[config.mk]
export PLATFORM = sky130hd
export DESIGN_NAME = cpc_ram_mmu
export DESIGN_NICKNAME = d
export VERILOG_FILES = /design/src/rtl/cpc_ram_pkg.sv /design/src/rtl/cpc_ram_bank_map.sv /design/src/rtl/cpc_ram_mmu.sv
export SDC_FILE = /design/constraint.sdc
export NUM_CORES = 1
export LEC_CHECK = 0
export ABC_AREA = 0
export BUFFER_PORTS_ARGS = -buffer_cell sky130_fd_sc_hd__buf_4
export CAP_MARGIN = 25
export CORE_UTILIZATION = 46
export CTS_CLUSTER_SIZE = 40
export DETAILED_ROUTE_END_ITERATION = 10
export PLACE_DENSITY = 0.8
export SLEW_MARGIN = 15
export SYNTH_ARGS = -nofsm -noshare
export SYNTH_HDL_FRONTEND = slang
export SYNTH_HIERARCHICAL = 1
export SYNTH_SLANG_ARGS = --single-unit
[constraint.sdc]
create_clock -name CLK -period 4.7 [get_ports CLK]
set_clock_uncertainty 0.15 [all_clocks]
set_input_delay 0.94 -clock CLK [delete_from_list [all_inputs] [get_ports CLK]]
set_output_delay 0.94 -clock CLK [all_outputs]
set_load 0.005 [all_outputs]
[src/rtl/cpc_ram_pkg.sv]
// CPC RAM expansion MMU shared types and tables.
// Optional bus reset input: define CPC_RAM_BUSRESET_EN.
package cpc_ram_pkg;

  typedef enum logic {
    IDLE = 1'b0,
    HOLD = 1'b1
  } cap_state_t;

  // Map entry: {hit, page[1:0]}
  typedef logic [2:0] map_ent_t;

  localparam map_ent_t MAP_B  = 3'b000;
  localparam map_ent_t MAP_E0 = 3'b100;
  localparam map_ent_t MAP_E1 = 3'b101;
  localparam map_ent_t MAP_E2 = 3'b110;
  localparam map_ent_t MAP_E3 = 3'b111;

  localparam logic [1:0] PORT_MATCH = 2'b11;

  // Indexed [cfg][region]; region = {A15,A14}
  localparam logic [0:7][0:3][2:0] RAM_MAP = {
    {MAP_B,  MAP_B,  MAP_B,  MAP_B },
    {MAP_B,  MAP_B,  MAP_B,  MAP_E3},
    {MAP_E0, MAP_E1, MAP_E2, MAP_E3},
    {MAP_B,  MAP_B,  MAP_B,  MAP_E3},
    {MAP_B,  MAP_E0, MAP_B,  MAP_B },
    {MAP_B,  MAP_E1, MAP_B,  MAP_B },
    {MAP_B,  MAP_E2, MAP_B,  MAP_B },
    {MAP_B,  MAP_E3, MAP_B,  MAP_B }
  };

endpackage

[src/rtl/cpc_ram_bank_map.sv]
// Combinational region decode: config + block + address -> hit, SRAM high address.
// Part of cpc_ram_mmu (optional CPC_RAM_BUSRESET_EN lives in the top).
module cpc_ram_bank_map
  import cpc_ram_pkg::*;
(
  input  logic [2:0] cfg,
  input  logic [2:0] blk,
  input  logic       a15,
  input  logic       a14,
  output logic       hit,
  output logic [4:0] hiadr
);

  map_ent_t ent;

  assign ent   = RAM_MAP[cfg][{a15, a14}];
  assign hit   = ent[2];
  assign hiadr = {blk, ent[1:0]};

endmodule

[src/rtl/cpc_ram_mmu.sv]
// CPC RAM expansion MMU: config port capture and SRAM strobe decode.
// Define CPC_RAM_BUSRESET_EN to add the BUSRESET_B clear input.
module cpc_ram_mmu
  import cpc_ram_pkg::*;
(
  input  logic       CLK,
  input  logic       RESET,
`ifdef CPC_RAM_BUSRESET_EN
  input  logic       BUSRESET_B,
`endif
  input  logic       A15,
  input  logic       A14,
  input  logic       A8,
  input  logic [7:0] D,
  input  logic       MREQ_B,
  input  logic       IOREQ_B,
  input  logic       RD_B,
  input  logic       WR_B,
  input  logic       M1_B,
  input  logic       RAMRD_B,
  output logic [4:0] HIADR,
  output logic       RAMCS_B,
  output logic       RAMOE_B,
  output logic       RAMWE_B,
  output logic       RAMDIS,
  output logic [2:0] CFG,
  output logic [2:0] BLK
);

  cap_state_t state_q;
  cap_state_t state_d;
  logic [2:0] cfg_q;
  logic [2:0] blk_q;
  logic [4:0] hiadr_q;
  logic       strobe_q;
  logic       clr;
  logic       io_wr;
  logic       cfg_wr;
  logic       capture;
  logic       map_hit;
  logic [4:0] map_adr;
  logic       mem_sel;
  logic       ram_cs;
  logic       unused_a8;

  assign unused_a8 = A8;

`ifdef CPC_RAM_BUSRESET_EN
  assign clr = RESET | ~BUSRESET_B;
`else
  assign clr = RESET;
`endif

  assign io_wr  = ~IOREQ_B & ~WR_B;
  assign cfg_wr = io_wr & M1_B & ~A15
                & (D[7:6] == PORT_MATCH);

  // strobe_q blocks a write still held across reset release
  always_comb begin
    state_d = state_q;
    capture = 1'b0;
    unique case (state_q)
      IDLE: begin
        if (cfg_wr && !strobe_q) begin
          capture = 1'b1;
          state_d = HOLD;
        end
      end
      HOLD: begin
        if (IOREQ_B || WR_B) begin
          state_d = IDLE;
        end
      end
    endcase
  end

  always_ff @(posedge CLK) begin
    strobe_q <= io_wr;
    if (clr) begin
      state_q <= IDLE;
      cfg_q   <= 3'd0;
      blk_q   <= 3'd0;
    end else begin
      state_q <= state_d;
      if (capture) begin
        cfg_q <= D[2:0];
        blk_q <= D[5:3];
      end
    end
    if (RESET) begin
      hiadr_q <= 5'd0;
    end else if (map_hit) begin
      hiadr_q <= map_adr;
    end
  end

  cpc_ram_bank_map u_map (
    .cfg   (cfg_q),
    .blk   (blk_q),
    .a15   (A15),
    .a14   (A14),
    .hit   (map_hit),
    .hiadr (map_adr)
  );

  assign mem_sel = ~MREQ_B & map_hit & ~RESET;
  assign ram_cs  = mem_sel & (~RD_B | ~WR_B);

  assign RAMCS_B = ~ram_cs;
  assign RAMWE_B = ~(ram_cs & ~WR_B);
  assign RAMOE_B = ~(ram_cs & ~RAMRD_B & WR_B);
  assign RAMDIS  = mem_sel;
  assign HIADR   = map_hit ? map_adr : hiadr_q;
  assign CFG     = cfg_q;
  assign BLK     = blk_q;

endmodule

==> metrics <==
run status=complete, no violations; Syn Area/Cell=about 9.7 µm²; HPWL after DPL=approximately 1100 µm; Filler cells=114; Reg power frac=54.7%; Psw=roughly 46 µW; FF/Latch Area=260 µm²; first-pass iteration count of the detailed router=4; DIE WIDTH=40.4 µm; WS Path Type=input port to output pin; Sw Share=about 23%; commonest non-fill, non-tap cell in the layout=buf_4; Clk Latency, worst-skew pair=280 ps; CTS tree=yes; sequential fraction of the synthesis area=around two fifths; Critical Path Sink Type=output pin; Top Ports=34; clk root buf=clkbuf_4; share of post-route cells with drive strength above 1=roughly 43%; maximum fanout along the worst path=6; Mapped Cells=70; cell area after technology mapping=678 µm²; Placer Congestion=between 0.6 and 0.7; synth warn=6; Routed Antenna Nets=0; Final Core Density=69.1%; htree depth=1; busiest grt layer=met2; maximum clock frequency=281 MHz; post-CTS sizing=0; initial DRC count=10; Place WS=roughly 1200 ps; Tmin final=3560 ps; GR Overflow Total=0; Inserted Diodes=0; drt total wl=1480 µm; Multi-input gate area=between 300 and 400 µm²; Critical Path RT=approximately 3600 ps; Hold WS=350 ps; GR Util met3=10.0%; standard-cell rows=13; most frequent CP cell=buf_4; final worst slack=1140 ps; die area=1630 µm²; Max IR drop VDD=169 µV; Slew Viols, Final=0; wire length per cell=~13 µm; Crit path arrival time=2470 ps; postcts setup bufs=0; Clock Path Buffers=2; Starting Density=50.8%; CTS buffer count=3; most frequent cells in the layout=buf_4 (32), dfxtp_1 (13), nand2b_1 (13); worst rel slew slack=57.0%; # hold bufs at CTS=0; met1 Usage GRT=approximately 20%; CTS Sinks=13; vias in the first global route=537; clock share of power=35.0%; Least-Margin Pin Slew=644 ps; internal power=between 150 and 200 µW; grt met2 use=39.3%; Finish-stage setup viols=0; core box area=1330 µm²; leak pwr=0.000418 µW; PortBufs=32; first-pass GRT wire length=2200 µm; Worst setup SP type=input port; total track usage=21.2%; largest net degree at the start of global routing=20; final period utilization=75.8%; Max-Cap Viols=0; post-synth net total=89; CP max stage cell=o21bai_1; Vert. Die Dim=40.4 µm; clock slew at reported path FFs=80 ps; pwr dens=220 nW/µm²; Worst Hold Class=register to register; critical path's largest stage delay=520 ps; Comb pwr share=10.2%; Residual DRC=0; setup_tns=0 ps; initial antenna violation count=0; final net count=120; cells along the critical path=buf_4 > and2_4 > a21oi_1 > o21bai_1 > nor3b_2 > nand3_1 > buf_4; RSZ-0062 raised after global routing=no; FF+latch count, synth=13; Hold Vio Cnt, Final=0; via count=slightly above 600; Yosys cell types=26; Avg Vias per Cell=5.27; Layout area overhead=36.0%
-- final timing paths --
| check | start | end | slack (ps) | cells past startpoint |
|---|---|---|---|---|
| worst max-delay path | A15 | RAMOE_B | 1140 | 7 |
| worst min-delay path | BLK[0] | BLK[0] | 350 | 2 |
| worst max register to register | CFG[0] | hiadr_q[4] | 2680 | 5 |
| worst min register to register | BLK[0] | BLK[0] | 350 | 2 |
-- per-layer routing --
metal  vias up  share of wire [%]
met1       294                 40
met5         -                  0
met2        18                 54
met3         2                5.4
met4         0               0.34
li1        292                  -
-- cell families (layout without fill, tap and decap cells) --
kind of cell    Yosys count  after routing  share of synthesized area (%)
flops                    13             13                           38.4
buf+inv                   7             37                           6.64
compound gates            7              7                           7.01
simple gates             32             32                           30.8
mux                      11             11                           17.2
-- critical path: cells and delay by family --
kind | cells | cell delay, ps
buffers and inverters | 2 | 260
and+or+nand+nor | 3 | 680
AOI/OAI and AO/OA | 2 | 580
-- synth_stat cells --
cell | number | area share [%]
dfxtp_1 | 13 | 38
nand2b_1 | 13 | 12
mux2i_1 | 6 | 8.9
nor2b_1 | 6 | 5.5
mux2_2 | 5 | 8.3
buf_4 | 3 | 3.3
nand2_1 | 3 | 1.7
clkbuf_1 | 2 | 1.1
o21ai_1 | 2 | 1.5
a21oi_1 | 1 | 0.74
and2_1 | 1 | 0.92
and2_4 | 1 | 1.3
and3b_1 | 1 | 1.3
and4b_1 | 1 | 1.5
buf_6 | 1 | 1.7
inv_1 | 1 | 0.55
nand3_1 | 1 | 0.74
nor2_1 | 1 | 0.55
nor2_2 | 1 | 0.92
nor3b_1 | 1 | 1.1
nor3b_2 | 1 | 1.8
nor4bb_1 | 1 | 1.5
o21ai_0 | 1 | 0.74
o21ba_1 | 1 | 1.5
o21bai_1 | 1 | 1.1
o311a_1 | 1 | 1.5
-- area by class of cell --
type	count	area share [%]
clock buffers	4	2.85
inverters	1	0.407
multi-input cells	50	40.4
flip-flops and latches	13	28.2
well taps	15	2.04
repair buffers	32	26.1
-- power groups by stage --
stage	combinational [µW]	sequential, µW	clock [µW]
CTS	21.1	111	75.6
detailed placement	21.1	114	0
global placement	20.0	114	0
floorplan	7.70	114	0
global route	22.8	111	79.6
finish	20.8	111	71.2
-- registers in the layout, indices dropped and copies added (netlist names) --
signal    count
hiadr_q       5
CFG           3
BLK           3
strobe_q      1
state_q       1
-- through the flow --
stage | cells | power [µW] | instance area (µm²)
after global placement | 111 | 134 | 896
after detailed placement | 111 | 135 | 896
after global routing | 115 | 214 | 922
after CTS | 115 | 208 | 922
final | 115 | 203 | 922
after floorplan | 70 | 122 | 678
No activity file was read; power rests on OpenSTA's default activity.
